### src/rtl/enet_tx_sched.sv
// Two-source Ethernet TX nibble scheduler: round-robin grant, start timeout, max-length
// truncation, abort handling and a fixed inter-packet gap, all paced by the nibble strobe.
module enet_tx_sched #(
  parameter logic [11:0] MAXLEN  = 12'd3036,
  parameter logic [4:0]  IPG     = 5'd24,
  parameter logic [4:0]  STARTTO = 5'd16
) (
  input  logic       i_clk,
  input  logic       i_reset_n,
  input  logic       i_ce,
  input  logic [1:0] i_req,
  input  logic       i_a_v,
  input  logic [3:0] i_a_nibble,
  input  logic       i_b_v,
  input  logic [3:0] i_b_nibble,
  input  logic [1:0] i_macen,
  input  logic       i_abort,
  output logic [1:0] o_gnt,
  output logic       o_v,
  output logic [3:0] o_nibble,
  output logic       o_en,
  output logic       o_cancel,
  output logic       o_busy
);

  typedef enum logic [1:0] {StIdle, StWait, StXmit, StGap} state_e;

  state_e      r_state;
  logic [1:0]  r_gnt;
  logic        r_last_b;  // 1 when source B was granted most recently
  logic        r_en;
  logic        r_v;
  logic [3:0]  r_nibble;
  logic        r_cancel;
  logic [11:0] r_cnt;
  logic [4:0]  r_tmr;     // shared by the start timeout (WAIT) and the gap (GAP)

  logic        w_sel_b;
  logic        w_src_v;
  logic        w_src_req;
  logic [3:0]  w_src_nibble;

  // On a tie, grant whichever source was not granted last.
  assign w_sel_b      = i_req[1] & (~i_req[0] | ~r_last_b);
  assign w_src_v      = (r_gnt[0] & i_a_v) | (r_gnt[1] & i_b_v);
  assign w_src_req    = |(r_gnt & i_req);
  assign w_src_nibble = r_gnt[1] ? i_b_nibble : i_a_nibble;

  always_ff @(posedge i_clk) begin
    if (!i_reset_n) begin
      r_state  <= StIdle;
      r_gnt    <= 2'b00;
      r_last_b <= 1'b1;
      r_en     <= 1'b0;
      r_v      <= 1'b0;
      r_nibble <= 4'h0;
      r_cancel <= 1'b0;
      r_cnt    <= 12'd0;
      r_tmr    <= 5'd0;
    end else if (i_ce) begin
      r_cancel <= 1'b0;
      if (r_state != StIdle && i_abort) begin
        r_cancel <= 1'b1;
        r_v      <= 1'b0;
        r_gnt    <= 2'b00;
        r_tmr    <= 5'd0;
        r_state  <= StGap;
      end else begin
        unique case (r_state)
          StIdle: begin
            if (|i_req) begin
              r_gnt    <= w_sel_b ? 2'b10 : 2'b01;
              r_last_b <= w_sel_b;
              r_en     <= w_sel_b ? i_macen[1] : i_macen[0];
              r_tmr    <= 5'd0;
              r_state  <= StWait;
            end
          end
          StWait: begin
            if (w_src_v) begin
              r_v      <= 1'b1;
              r_nibble <= w_src_nibble;
              r_cnt    <= 12'd1;
              r_state  <= StXmit;
            end else if (!w_src_req) begin
              r_gnt   <= 2'b00;
              r_state <= StIdle;
            end else if (r_tmr == STARTTO - 5'd1) begin
              r_gnt    <= 2'b00;
              r_cancel <= 1'b1;
              r_state  <= StIdle;
            end else begin
              r_tmr <= r_tmr + 5'd1;
            end
          end
          StXmit: begin
            if (!w_src_v || r_cnt == MAXLEN) begin
              // A still-valid source at MAXLEN is truncated and flagged downstream.
              r_cancel <= w_src_v;
              r_v      <= 1'b0;
              r_gnt    <= 2'b00;
              r_tmr    <= 5'd0;
              r_state  <= StGap;
            end else begin
              r_nibble <= w_src_nibble;
              r_cnt    <= r_cnt + 12'd1;
            end
          end
          StGap: begin
            if (r_tmr == IPG - 5'd1) begin
              r_state <= StIdle;
            end else begin
              r_tmr <= r_tmr + 5'd1;
            end
          end
          default: r_state <= StIdle;
        endcase
      end
    end
  end

  assign o_gnt    = r_gnt;
  assign o_v      = r_v;
  assign o_nibble = r_nibble;
  assign o_en     = r_en;
  assign o_cancel = r_cancel;
  assign o_busy   = (r_state != StIdle);

endmodule

### config.mk
export PLATFORM = sky130hd
export DESIGN_NAME = enet_tx_sched
export DESIGN_NICKNAME = d
export VERILOG_FILES = /design/src/rtl/enet_tx_sched.sv
export SDC_FILE = /design/constraint.sdc
export NUM_CORES = 1
export LEC_CHECK = 0
export BUFFER_PORTS_ARGS = -buffer_cell sky130_fd_sc_hd__buf_2
export CORE_ASPECT_RATIO = 0.9
export CORE_MARGIN = 5
export CORE_UTILIZATION = 37
export CTS_BUF_LIST = sky130_fd_sc_hd__clkbuf_8
export CTS_CLUSTER_DIAMETER = 80
export DETAILED_ROUTE_END_ITERATION = 10
export PLACE_DENSITY = 0.56
export REMOVE_ABC_BUFFERS = 1
export SLEW_MARGIN = 20
export SYNTH_ARGS = -nofsm -noshare
export SYNTH_HDL_FRONTEND = slang
export SYNTH_SLANG_ARGS = --single-unit
### constraint.sdc
create_clock -name i_clk -period 2.5 [get_ports i_clk]
set_input_delay 0.125 -clock i_clk [delete_from_list [all_inputs] [get_ports i_clk]]
set_output_delay 0.125 -clock i_clk [all_outputs]
set_load 0.02 [all_outputs]
==> results of run 1 <==
==> power by group through the flow <==
stage	clock, mW	combinational (mW)	sequential, mW
finish	0.596	0.199	0.489
global route	0.627	0.222	0.492
CTS	0.611	0.200	0.489
detailed placement	0	0.199	0.500
global placement	0	0.201	0.499
floorplan	0	0.128	0.506
==> metrics by stage <==
step,cell area (um^2),util,setup slack (ns)
2_1_floorplan,1730,-,0.624
6_report,2090,0.438,0.368
5_1_grt,2090,0.438,0.0913
4_1_cts,2090,0.438,0.338
3_3_place_gp,1960,0.410,0.401
3_5_place_dp,1960,0.410,0.337
==> cells in the final DEF (no fill, tap or decap), types with 5 or more instances in the layout <==
cell,instances
inv_1,10
a211oi_1,5
nor2_1,25
nand4_1,5
o21ai_0,8
dfxtp_1,29
nand3_1,11
nand2_1,17
buf_2,27
a21oi_1,7
xor2_1,10
clkbuf_8,5
mux2i_1,5
ha_1,9
==> synth_stat cells (3+ instances only) <==
| library cell | instances | area (um^2) |
|---|---|---|
| nand2_1 | 17 | 63.8 |
| buf_4 | 3 | 22.5 |
| o211ai_1 | 3 | 22.5 |
| mux2i_1 | 5 | 50.1 |
| nand3_1 | 11 | 55.1 |
| a21oi_1 | 7 | 35.0 |
| and3_1 | 3 | 18.8 |
| a211oi_1 | 5 | 37.5 |
| a31oi_1 | 3 | 18.8 |
| nor3_1 | 3 | 15.0 |
| dfxtp_1 | 29 | 581 |
| inv_1 | 10 | 37.5 |
| xor2_1 | 10 | 87.6 |
| o21ai_0 | 8 | 40.0 |
| nor2b_1 | 3 | 18.8 |
| nor2_1 | 25 | 93.8 |
| ha_1 | 9 | 113 |
| nand4_1 | 5 | 31.3 |
| o21ai_1 | 3 | 15.0 |
==> final cells by class <==
| cell class | count | area (um^2) |
|---|---|---|
| Clock inverter | 3 | 65.1 |
| Clock buffer | 5 | 68.8 |
| Tap cell | 65 | 81.3 |
| Multi-Input combinational cell | 157 | 1100 |
| Sequential cell | 29 | 581 |
| Inverter | 11 | 41.3 |
| Fill cell | 483 | 2680 |
| Timing Repair Buffer | 29 | 150 |
==> worst max-delay path by stage <==
stage                       startpoint                        to  slack [ns]  cells after the start
6_report       r_state[0]$_SDFFE_PN0P_     r_tmr[4]$_SDFFE_PN0P_        0.37                      7
4_1_cts        r_state[0]$_SDFFE_PN0P_  o_nibble[1]$_SDFFE_PN0P_        0.34                      7
3_5_place_dp   r_state[0]$_SDFFE_PN0P_  o_nibble[1]$_SDFFE_PN0P_        0.34                      8
3_3_place_gp   r_state[0]$_SDFFE_PN0P_     r_tmr[4]$_SDFFE_PN0P_        0.40                      7
5_1_grt        r_state[0]$_SDFFE_PN0P_  o_nibble[3]$_SDFFE_PN0P_        0.09                      8
2_1_floorplan  r_state[0]$_SDFFE_PN0P_    r_cnt[11]$_SDFFE_PN0P_        0.62                      8
==> registers in the layout (all words and copies together) (netlist names) <==
| register | flops |
|---|---|
| r_cnt | 12 |
| r_tmr | 5 |
| o_nibble | 4 |
| o_gnt | 2 |
| r_state | 2 |
| o_cancel | 1 |
| o_en | 1 |
| o_v | 1 |
| r_last_b | 1 |
==> worst max-delay path, delay by kind of cell, from the launching register on <==
| family | cells | cell delay, ns |
|---|---|---|
| AOI/OAI and AO/OA | 3 | 0.55 |
| adders and majority gates | 1 | 0.30 |
| buffers and inverters | 1 | 0.12 |
| DFF | 1 | 0.43 |
| and+or+nand+nor | 2 | 0.62 |
==> kinds of logic (layout without fill, tap and decap cells) <==
kind of cell | after synthesis | count (layout) | share of synthesized area
buf+inv | 17 | 48 | 0.0620
compound gates | 51 | 51 | 0.232
simple gates | 82 | 82 | 0.243
mux | 5 | 5 | 0.0279
fa+ha+maj | 9 | 9 | 0.0627
xor+xnor | 10 | 10 | 0.0488
flops | 29 | 29 | 0.323
==> metal layers <==
| layer | vias to the layer above | global-route usage |
|---|---|---|
| met5 | - | 0 |
| met4 | 0 | 0.0338 |
| met3 | 4 | 0.0454 |
| met2 | 45 | 0.183 |
| met1 | 715 | 0.194 |
| li1 | 796 | - |
==> metrics.cfg, run 1 <==
[power]
power_mw = 1.28
sequentialPowerShare = 0.381
p_sw_frac = 0.259
clock_power_share = 0.464
p_int_uw = 951
p_leak_nw = 0.848
p_per_area_nw_per_um2 = 614
p_switching_uw = 333
p_comb_frac = 0.155
ir_worst_vdd_v = 0.000324

[clock_tree]
ctsLongestPathBuffers = 2
htreeDepth = 2
cts-root-buf = clkbuf_8
clock_latency_ns = 0.28
cts_buffers = 5
clock_sinks = 29
cts_setup_buffers = 0
cts_resized = 0
cts_tree = done
path_clk_slew_ns = 0.07
cts.hold.buffers_added = 0

[floorplan]
core_um2 = 4770
die_height_um = 76.1
die-area_um2 = 6350
initial_core_util = 0.376
fp-row-count = 24
die_x_um = 83.4
io_pins = 28

[placed_design]
place_congestion = 0.827
dp_cells = 291
port_buffers = 27
hpwl_um = 2980

[sta]
fin_worst_skew_ns = 0.00457
rsz0062_at_grt = false
hold_ws_ns = 0.154
report.final.setup_viol = 0
period_minus_slack_ns = 2.13
period_share = 0.853
slew_headroom = 0.607
fin_tns_setup_ns = 0
drv_slew = 0
worst_pin_slew_ns = 0.590
hold_viol = 0
fmax_mhz = 469

[synth]
ys_seq_elements = 29
yosysWarningCount = 0
async_reset_ff_frac = 0
synth_cell_types = 53
syn-cell-area_um2 = 1800
syn_avg_cell_area_um2 = 8.84
synth_enable_flop_cells = 0
syn_inst = 203
ys_seq_area_frac = 0.323
synthFlopType = dfxtp_1

[route]
wl_per_cell_um = 13.4
route.detailed.drc = 0
wirelength_um = 4000
drt_pass1_iterations = 6
viasPerCell = 5.22
wl_met2_um = 1630
highest_layer = met4
dr_wl_met3_um = 306
vias = 1560
drtAntennaViolNets = 0
drtIter0Drc = 82
wl_met1_um = 2030

[final_layout]
nNetsFinal = 260
antenna_cells = 0
area_growth_pct = 16.4
final_cell_count_no_fill = 299
layout-drive-gt1-share = 0.252

[global_route]
grt_pass1_wl_um = 7080
grt_pass1_vias = 1519
globalRouteOverflowTotal = 0
antenna_found_initial = 0
grt_usage = 0.132
grt_max_degree = 15

[worst_setup_path]
crit_chain = inv_1, ha_1, nor2b_1, o311a_4, o21ai_2, and2_4, o2bb2ai_2
end_kind = register
rr_endpoint = r_tmr[4]$_SDFFE_PN0P_
cp_data_required_time_ns = 2.68
r2r_cells = 7
max_stage_delay_ns = 0.44
crit_path_start_kind = register
crit_fanout = 8
cp.arrival_ns = 2.31
worstSetupPathType = reg2reg
regToRegStartpoint = r_state[0]$_SDFFE_PN0P_
crit_slowest_cell = nor2b_1
ff2ff_setup_slack_ns = 0.37

[run]
cap_violations = 0

[min_path]
min_to = o_cancel$_SDFFE_PN0P_
hold_depth = 2
hold_path.class = in2reg
hold_start = i_ce

[outcome]
status = finished, final reports clean

Note: power is estimated with default switching activity, not from simulation.
==> run 2: changes to the inputs <==
--- a/config.mk
+++ b/config.mk
@@ -7,7 +7,7 @@
 export LEC_CHECK = 0
 export BUFFER_PORTS_ARGS = -buffer_cell sky130_fd_sc_hd__buf_2
 export CORE_ASPECT_RATIO = 0.9
-export CORE_MARGIN = 5
+export CORE_MARGIN = 2
 export CORE_UTILIZATION = 37
 export CTS_BUF_LIST = sky130_fd_sc_hd__clkbuf_8
 export CTS_CLUSTER_DIAMETER = 80
==> run 2 against run 1 <==
Fmax increased by 0.54%. Worst hold slack got worse by 0.0044 ns. Global-route usage increased by 1.9 points. Total power decreased by 13%. Clock skew increased by 0.0036 ns. Sequential share of layout area increased by 0.54 points. Sequential power about the same. Routed wire length decreased by 1.9%. Final area decreased by 1.9%. Critical path depth unchanged. Critical path type unchanged. Largest power group is now registers.
==> metrics.cfg, run 2 (same netlist as run 1, synthesis figures left out) <==
[sta]
period_minus_slack_ns = 2.12  ; -0.0114 ns
hold_ws_ns = 0.150  ; -0.00441 ns
rsz0062_at_grt = false
report.final.setup_viol = 0  ; unchanged
period_share = 0.848  ; -0.00458
drv_slew = 0  ; unchanged
worst_pin_slew_ns = 0.454  ; -0.136 ns
slew_headroom = 0.697  ; +0.0903
hold_viol = 0  ; unchanged
fmax_mhz = 472  ; +0.54%
fin_worst_skew_ns = 0.00821  ; +0.00364 ns
layout_setup_ws_ns = 0.380  ; +0.0114 ns
fin_tns_setup_ns = 0  ; unchanged

[clock_tree]
cts.hold.buffers_added = 0  ; unchanged
clock_sinks = 29  ; unchanged
cts_setup_buffers = 0  ; unchanged
path_clk_slew_ns = 0.07  ; about the same
clock_latency_ns = 0.28  ; about the same
ctsLongestPathBuffers = 2  ; unchanged
cts_tree = done
cts-root-buf = clkbuf_8
htreeDepth = 2  ; unchanged
cts_buffers = 5  ; unchanged
cts_resized = 0  ; unchanged

[global_route]
antenna_found_initial = 0  ; unchanged
grt_max_degree = 18  ; +3
grt_pass1_wl_um = 6510  ; -8.1%
grt_usage = 0.151  ; +0.0188
globalRouteOverflowTotal = 0  ; unchanged
grt_pass1_vias = 1407  ; -7.4%

[route]
wirelength_um = 3920  ; -1.9%
drt_pass1_iterations = 4  ; -2
vias = 1529  ; -2.0%
drtAntennaViolNets = 0  ; unchanged
route.detailed.drc = 0  ; unchanged
viasPerCell = 5.13  ; -1.7%
drtIter0Drc = 75  ; -8.5%
wl_per_cell_um = 13.2  ; -1.5%

[worst_setup_path]
crit_slowest_cell = dfxtp_1
cp_data_required_time_ns = 2.67  ; about the same
crit_path_start_kind = register
end_kind = register
crit_fanout = 8  ; unchanged
max_stage_delay_ns = 0.44  ; about the same
cp_num_buf_inv = 1  ; unchanged
crit_family = simple AND/OR/NAND/NOR gates
worstSetupPathType = reg2reg
cp.arrival_ns = 2.29  ; -0.02 ns
crit_chain = inv_1, ha_1, nor2b_1, o311a_4, o21ai_2, and2_4, o2bb2ai_2

[placed_design]
hpwl_um = 2870  ; -3.6%
dp_worst_setup_slack_ns = 0.408  ; +0.0711 ns
place_congestion = 0.839  ; +1.4%
port_buffers = 27  ; unchanged
dp_cells = 290  ; -0.34%

[outcome]
status = finished, final reports clean

[power]
ir_worst_vdd_v = 0.000281  ; -13%
p_leak_nw = 0.829  ; -2.2%
p_per_area_nw_per_um2 = 547  ; -11%

[final_layout]
area_growth_pct = 14.2
layout_commonest_cell = dfxtp_1
nNetsFinal = 259  ; -0.38%
layout-drive-gt1-share = 0.249  ; -0.00321
fillers = 506  ; +4.8%
antenna_cells = 0  ; unchanged
final_cell_mix = dfxtp_1 (29), buf_2 (27), nor2_1 (25), nand2_1 (17), nand3_1 (11)
largest_reg_flops = 12  ; unchanged
largest-register = r_cnt
fin_util = 0.432  ; -0.00567
final_cell_count_no_fill = 298  ; -0.33%

[run]
cap_violations = 0  ; unchanged

[floorplan]
die_height_um = 70.1  ; -7.9%
initial_core_util = 0.378  ; +0.00238
core_um2 = 4740  ; -0.63%
io_pins = 28  ; unchanged
fp-row-count = 24  ; unchanged
die_x_um = 77.4  ; -7.2%
die-area_um2 = 5430  ; -15%

[min_path]
hold_path.class = in2reg

## run 2: cell types whose count changed in the layout (fill, tap and decap cells not counted), sizes merged
| cell | previous run | this run |
|---|---|---|
| buf | 29 | 28 |
| bufinv | 2 | 0 |
| clkbuf | 5 | 7 |
## run 2: power breakdown
part	leakage, nW	total (mW)	switching, mW	internal (mW)
clock	0.0542	0.434	0.185	0.249
combinational	0.540	0.198	0.120	0.0781
sequential	0.235	0.490	0.0140	0.476
## run 2: worst paths after layout
| check | start | endpoint | slack [ns] | depth (start not counted) |
|---|---|---|---|---|
| max | r_state[0]$_SDFFE_PN0P_ | r_tmr[4]$_SDFFE_PN0P_ | 0.38 | 7 |
| min reg2reg | r_tmr[4]$_SDFFE_PN0P_ | r_tmr[4]$_SDFFE_PN0P_ | 0.48 | 1 |
| min | i_ce | o_cancel$_SDFFE_PN0P_ | 0.15 | 2 |
| max reg2reg | r_state[0]$_SDFFE_PN0P_ | r_tmr[4]$_SDFFE_PN0P_ | 0.38 | 7 |
## run 2: area by class of cell
type	count	area [um^2]	area share
repair buffers	28	143	0.0696
multi-input cells	157	1100	0.538
clock inverters	1	5.00	0.00244
well taps	65	81.3	0.0397
inverters	11	41.3	0.0201
flip-flops and latches	29	581	0.283
clock buffers	7	96.3	0.0470
## run 2: stage by stage
step	total power [mW]	instance area (um^2)
global route	1.17	2050
CTS	1.13	2050
floorplan	0.634	1730
finish	1.12	2050
global placement	0.697	1950
detailed placement	0.696	1950
## run 2: layer usage
metal  global-route usage  vias to the layer above  routed length, um
li1                     -                      796                  -
met2                0.247                       29               1830
met4               0.0615                        0                 79
met3               0.0439                        9                165
met1                0.186                      695               1850
met5                    0                        -                  0
==> run 3: changes to the inputs <==
--- a/config.mk
+++ b/config.mk
@@ -5,6 +5,7 @@
 export SDC_FILE = /design/constraint.sdc
 export NUM_CORES = 1
 export LEC_CHECK = 0
+export ABC_AREA = 1
 export BUFFER_PORTS_ARGS = -buffer_cell sky130_fd_sc_hd__buf_2
 export CORE_ASPECT_RATIO = 0.9
 export CORE_MARGIN = 2
@@ -12,7 +13,7 @@
 export CTS_BUF_LIST = sky130_fd_sc_hd__clkbuf_8
 export CTS_CLUSTER_DIAMETER = 80
 export DETAILED_ROUTE_END_ITERATION = 10
-export PLACE_DENSITY = 0.56
+export PLACE_DENSITY = 0.58
 export REMOVE_ABC_BUFFERS = 1
 export SLEW_MARGIN = 20
 export SYNTH_ARGS = -nofsm -noshare
==> constraint.sdc (replaced) <==
create_clock -name i_clk -period 1.71 [get_ports i_clk]
set_input_delay 0.0855 -clock i_clk [delete_from_list [all_inputs] [get_ports i_clk]]
set_output_delay 0.0855 -clock i_clk [all_outputs]
set_load 0.02 [all_outputs]
==> run 3 against run 2 <==
Total power grew 95%. Sequential power is 56% higher. Count of clock-buffer cells in the layout down 1. First-iteration DRC count grew 52%. Utilization rose by 11 points. Worst hold slack got worse by 0.097 ns. Synthesized cell count increased by 55%. Setup slack worse by 0.30 ns. Clock skew increased by 0.0039 ns. Register-to-register slack got worse by 0.30 ns. Critical endpoint is now r_cnt[1]$_SDFFE_PN0P_.
==> metrics.cfg, run 3 <==
[outcome]
status = finished, final reports clean

[placed_design]
dp_worst_setup_slack_ns = -0.0386  ; -0.447 ns
post_dp_cell_area_um2 = 2330  ; +20%
hpwl_um = 3790  ; +32%
dp_cells = 429  ; +48%
port_buffers = 27  ; unchanged
place_congestion = 0.854  ; +1.9%

[final_layout]
nNetsFinal = 406  ; +57%
layout_commonest_cell = nand2_1
antenna_cells = 0  ; unchanged
final_cell_count_no_fill = 445  ; +49%
fin_area_um2 = 2680  ; +31%
fin_util = 0.540  ; +0.108
largest_reg_flops = 12  ; unchanged
final_cell_mix = nand2_1 (85), nor2_1 (57), buf_4 (31), buf_2 (27), dfxtp_1 (25)
area_growth_pct = 38.3
largest-register = r_cnt
layout-drive-gt1-share = 0.292  ; +0.0432
fillers = 510  ; +0.79%

[sta]
rsz0062_at_grt = true
fin_tns_setup_ns = 0  ; unchanged
layout_setup_ws_ns = 0.0827  ; -0.297 ns
fmax_mhz = 615  ; +30%
worst_pin_slew_ns = 0.488  ; +0.0348 ns
drv_slew = 0  ; unchanged
fin_worst_skew_ns = 0.0122  ; +0.00394 ns
hold_viol = 0  ; unchanged
period_share = 0.952  ; +0.104
period_minus_slack_ns = 1.63  ; -0.493 ns
report.final.setup_viol = 0  ; unchanged
slew_headroom = 0.674  ; -0.0229

[worst_setup_path]
end_kind = register
crit_fanout = 5  ; -3
worstSetupPathType = reg2reg
cp_data_required_time_ns = 1.86  ; -0.81 ns
cp.arrival_ns = 1.78  ; -0.51 ns
ff2ff_setup_slack_ns = 0.08  ; -0.30 ns
crit_path_start_kind = register

[synth]
syn_inst = 315  ; +55%
synth_area_leader_cell = dfxtp_1
synth_area_leaders = dfxtp_1 (30%), nand2_1 (18%), nor2_1 (12%), nand3_1 (5.9%), ha_1 (5.8%)
synthFlopType = dfxtp_1
yosys.cell_count.top_type = nand2_1
ys_seq_elements = 29  ; unchanged
async_reset_ff_frac = 0  ; unchanged
synth.top_cell.area_share = 0.300  ; -0.0234
syn_avg_cell_area_um2 = 6.14  ; -31%
yosysWarningCount = 0  ; unchanged
ys_seq_area_frac = 0.300  ; -0.0234
synth_cell_types = 30  ; -43%
syn-cell-area_um2 = 1940  ; +7.8%
ys_top_cells_by_count = nand2_1 (92), nor2_1 (63), dfxtp_1 (29)
synth_enable_flop_cells = 0  ; unchanged

[route]
drt_pass1_iterations = 4  ; unchanged
drtAntennaViolNets = 0  ; unchanged
drtIter0Drc = 114  ; +52%
wirelength_um = 5410  ; +38%
viasPerCell = 4.76  ; -7.3%
vias = 2116  ; +38%
wl_per_cell_um = 12.2  ; -7.7%
route.detailed.drc = 0  ; unchanged

[floorplan]
initial_core_util = 0.391  ; +0.0122
io_pins = 28  ; unchanged
die_x_um = 80.2  ; +3.6%
core_um2 = 4950  ; +4.4%
die_height_um = 72.6  ; +3.6%
fp-row-count = 24  ; unchanged
die-area_um2 = 5830  ; +7.4%

[clock_tree]
ctsLongestPathBuffers = 2  ; unchanged
cts-root-buf = clkbuf_8
cts.hold.buffers_added = 0  ; unchanged
path_clk_slew_ns = 0.07  ; about the same
clock_sinks = 29  ; unchanged
cts_buffers = 5  ; unchanged
clock_latency_ns = 0.29  ; about the same
htreeDepth = 2  ; unchanged
cts_tree = done

[global_route]
grt_pass1_wl_um = 8690  ; +34%
antenna_found_initial = 0  ; unchanged
globalRouteOverflowTotal = 0  ; unchanged
grt_pass1_vias = 1931  ; +37%
grt_max_degree = 18  ; unchanged
grt_usage = 0.191  ; +0.0396

[min_path]
hold_path.class = in2reg

[power]
p_leak_nw = 1.24  ; +49%
p_per_area_nw_per_um2 = 818  ; +50%
ir_worst_vdd_v = 0.000458  ; +63%

[run]
cap_violations = 0  ; unchanged

==> run 3: changes by cell type in the layout (fill, tap and decap cells not counted), moves of 8 or more <==
cell / change
nor2_1: +32
nand3_1: +11
nand2_1: +68
buf_4: +30
inv_1: +14
nand2_2: +8
==> run 3: layout make-up <==
type / instances / area (um^2) / share of cell area
Clock buffer: 6 / 82.6 / 0.0308
Clock inverter: 2 / 37.5 / 0.0140
Inverter: 29 / 111 / 0.0416
Multi-Input combinational cell: 251 / 1340 / 0.500
Sequential cell: 29 / 586 / 0.219
Tap cell: 65 / 81.3 / 0.0304
Timing Repair Buffer: 63 / 442 / 0.165
==> run 3: timing repair <==
action / in CTS / in global routing
pin swaps: 5 / 16
hold endpoints to repair: 0 / 0
setup endpoints to repair: 7 / 27
buffers inserted: 2 / 4
gates cloned: 0 / 2
resized for setup: 5 / 41
==> run 3: worst max-delay path: stages (launching register included) <==
cell	delay, ns
dfxtp_2	0.35
buf_6	0.12
ha_4	0.14
buf_6	0.11
nand2_2	0.08
a21oi_4	0.26
nand2_4	0.12
clkbuf_16	0.17
nand3_1	0.07
a21oi_1	0.06
==> run 3: power by group <==
part           switching, mW  leakage, nW  internal, mW
registers             0.0359        0.238         0.728
logic                  0.390        0.940         0.277
clock network          0.287       0.0574         0.474
==> run 3: cell families (layout without fill, tap and decap cells) <==
logic type                 Yosys count  after routing  share of synthesized area
AOI/OAI and AO/OA                   34             34                      0.101
xor gates and xnor gates             6              6                     0.0271
adders and majority gates            9              9                     0.0582
buffers and inverters               36            100                     0.0763
DFF                                 29             29                      0.300
and+or+nand+nor                    201            202                      0.437
==> run 3: worst paths after layout <==
check / start / to / cells after the start
max: r_state[0]$_SDFFE_PN0P_ / r_cnt[1]$_SDFFE_PN0P_ / 9
min: i_macen[1] / o_en$_SDFFE_PN0P_ / 3
max reg2reg: r_state[0]$_SDFFE_PN0P_ / r_cnt[1]$_SDFFE_PN0P_ / 9
min reg2reg: r_last_b$_SDFFE_PN1P_ / r_last_b$_SDFFE_PN1P_ / 2
==> run 3: per-layer routing <==
metal,wire [um],share of wire,GRT usage,vias up
met5,0,0,0,-
met4,83,0.015,0.0621,0
met3,261,0.048,0.0408,10
met2,2320,0.43,0.298,45
met1,2740,0.51,0.262,927
li1,-,-,-,1134
==> run 3: through the flow <==
stage               total power [mW]  hold WS, ns
floorplan                       1.12        0.206
global placement                1.34        0.351
detailed placement              1.34        0.359
CTS                             2.12       0.0478
global route                    2.32       0.0652
finish                          2.19       0.0526
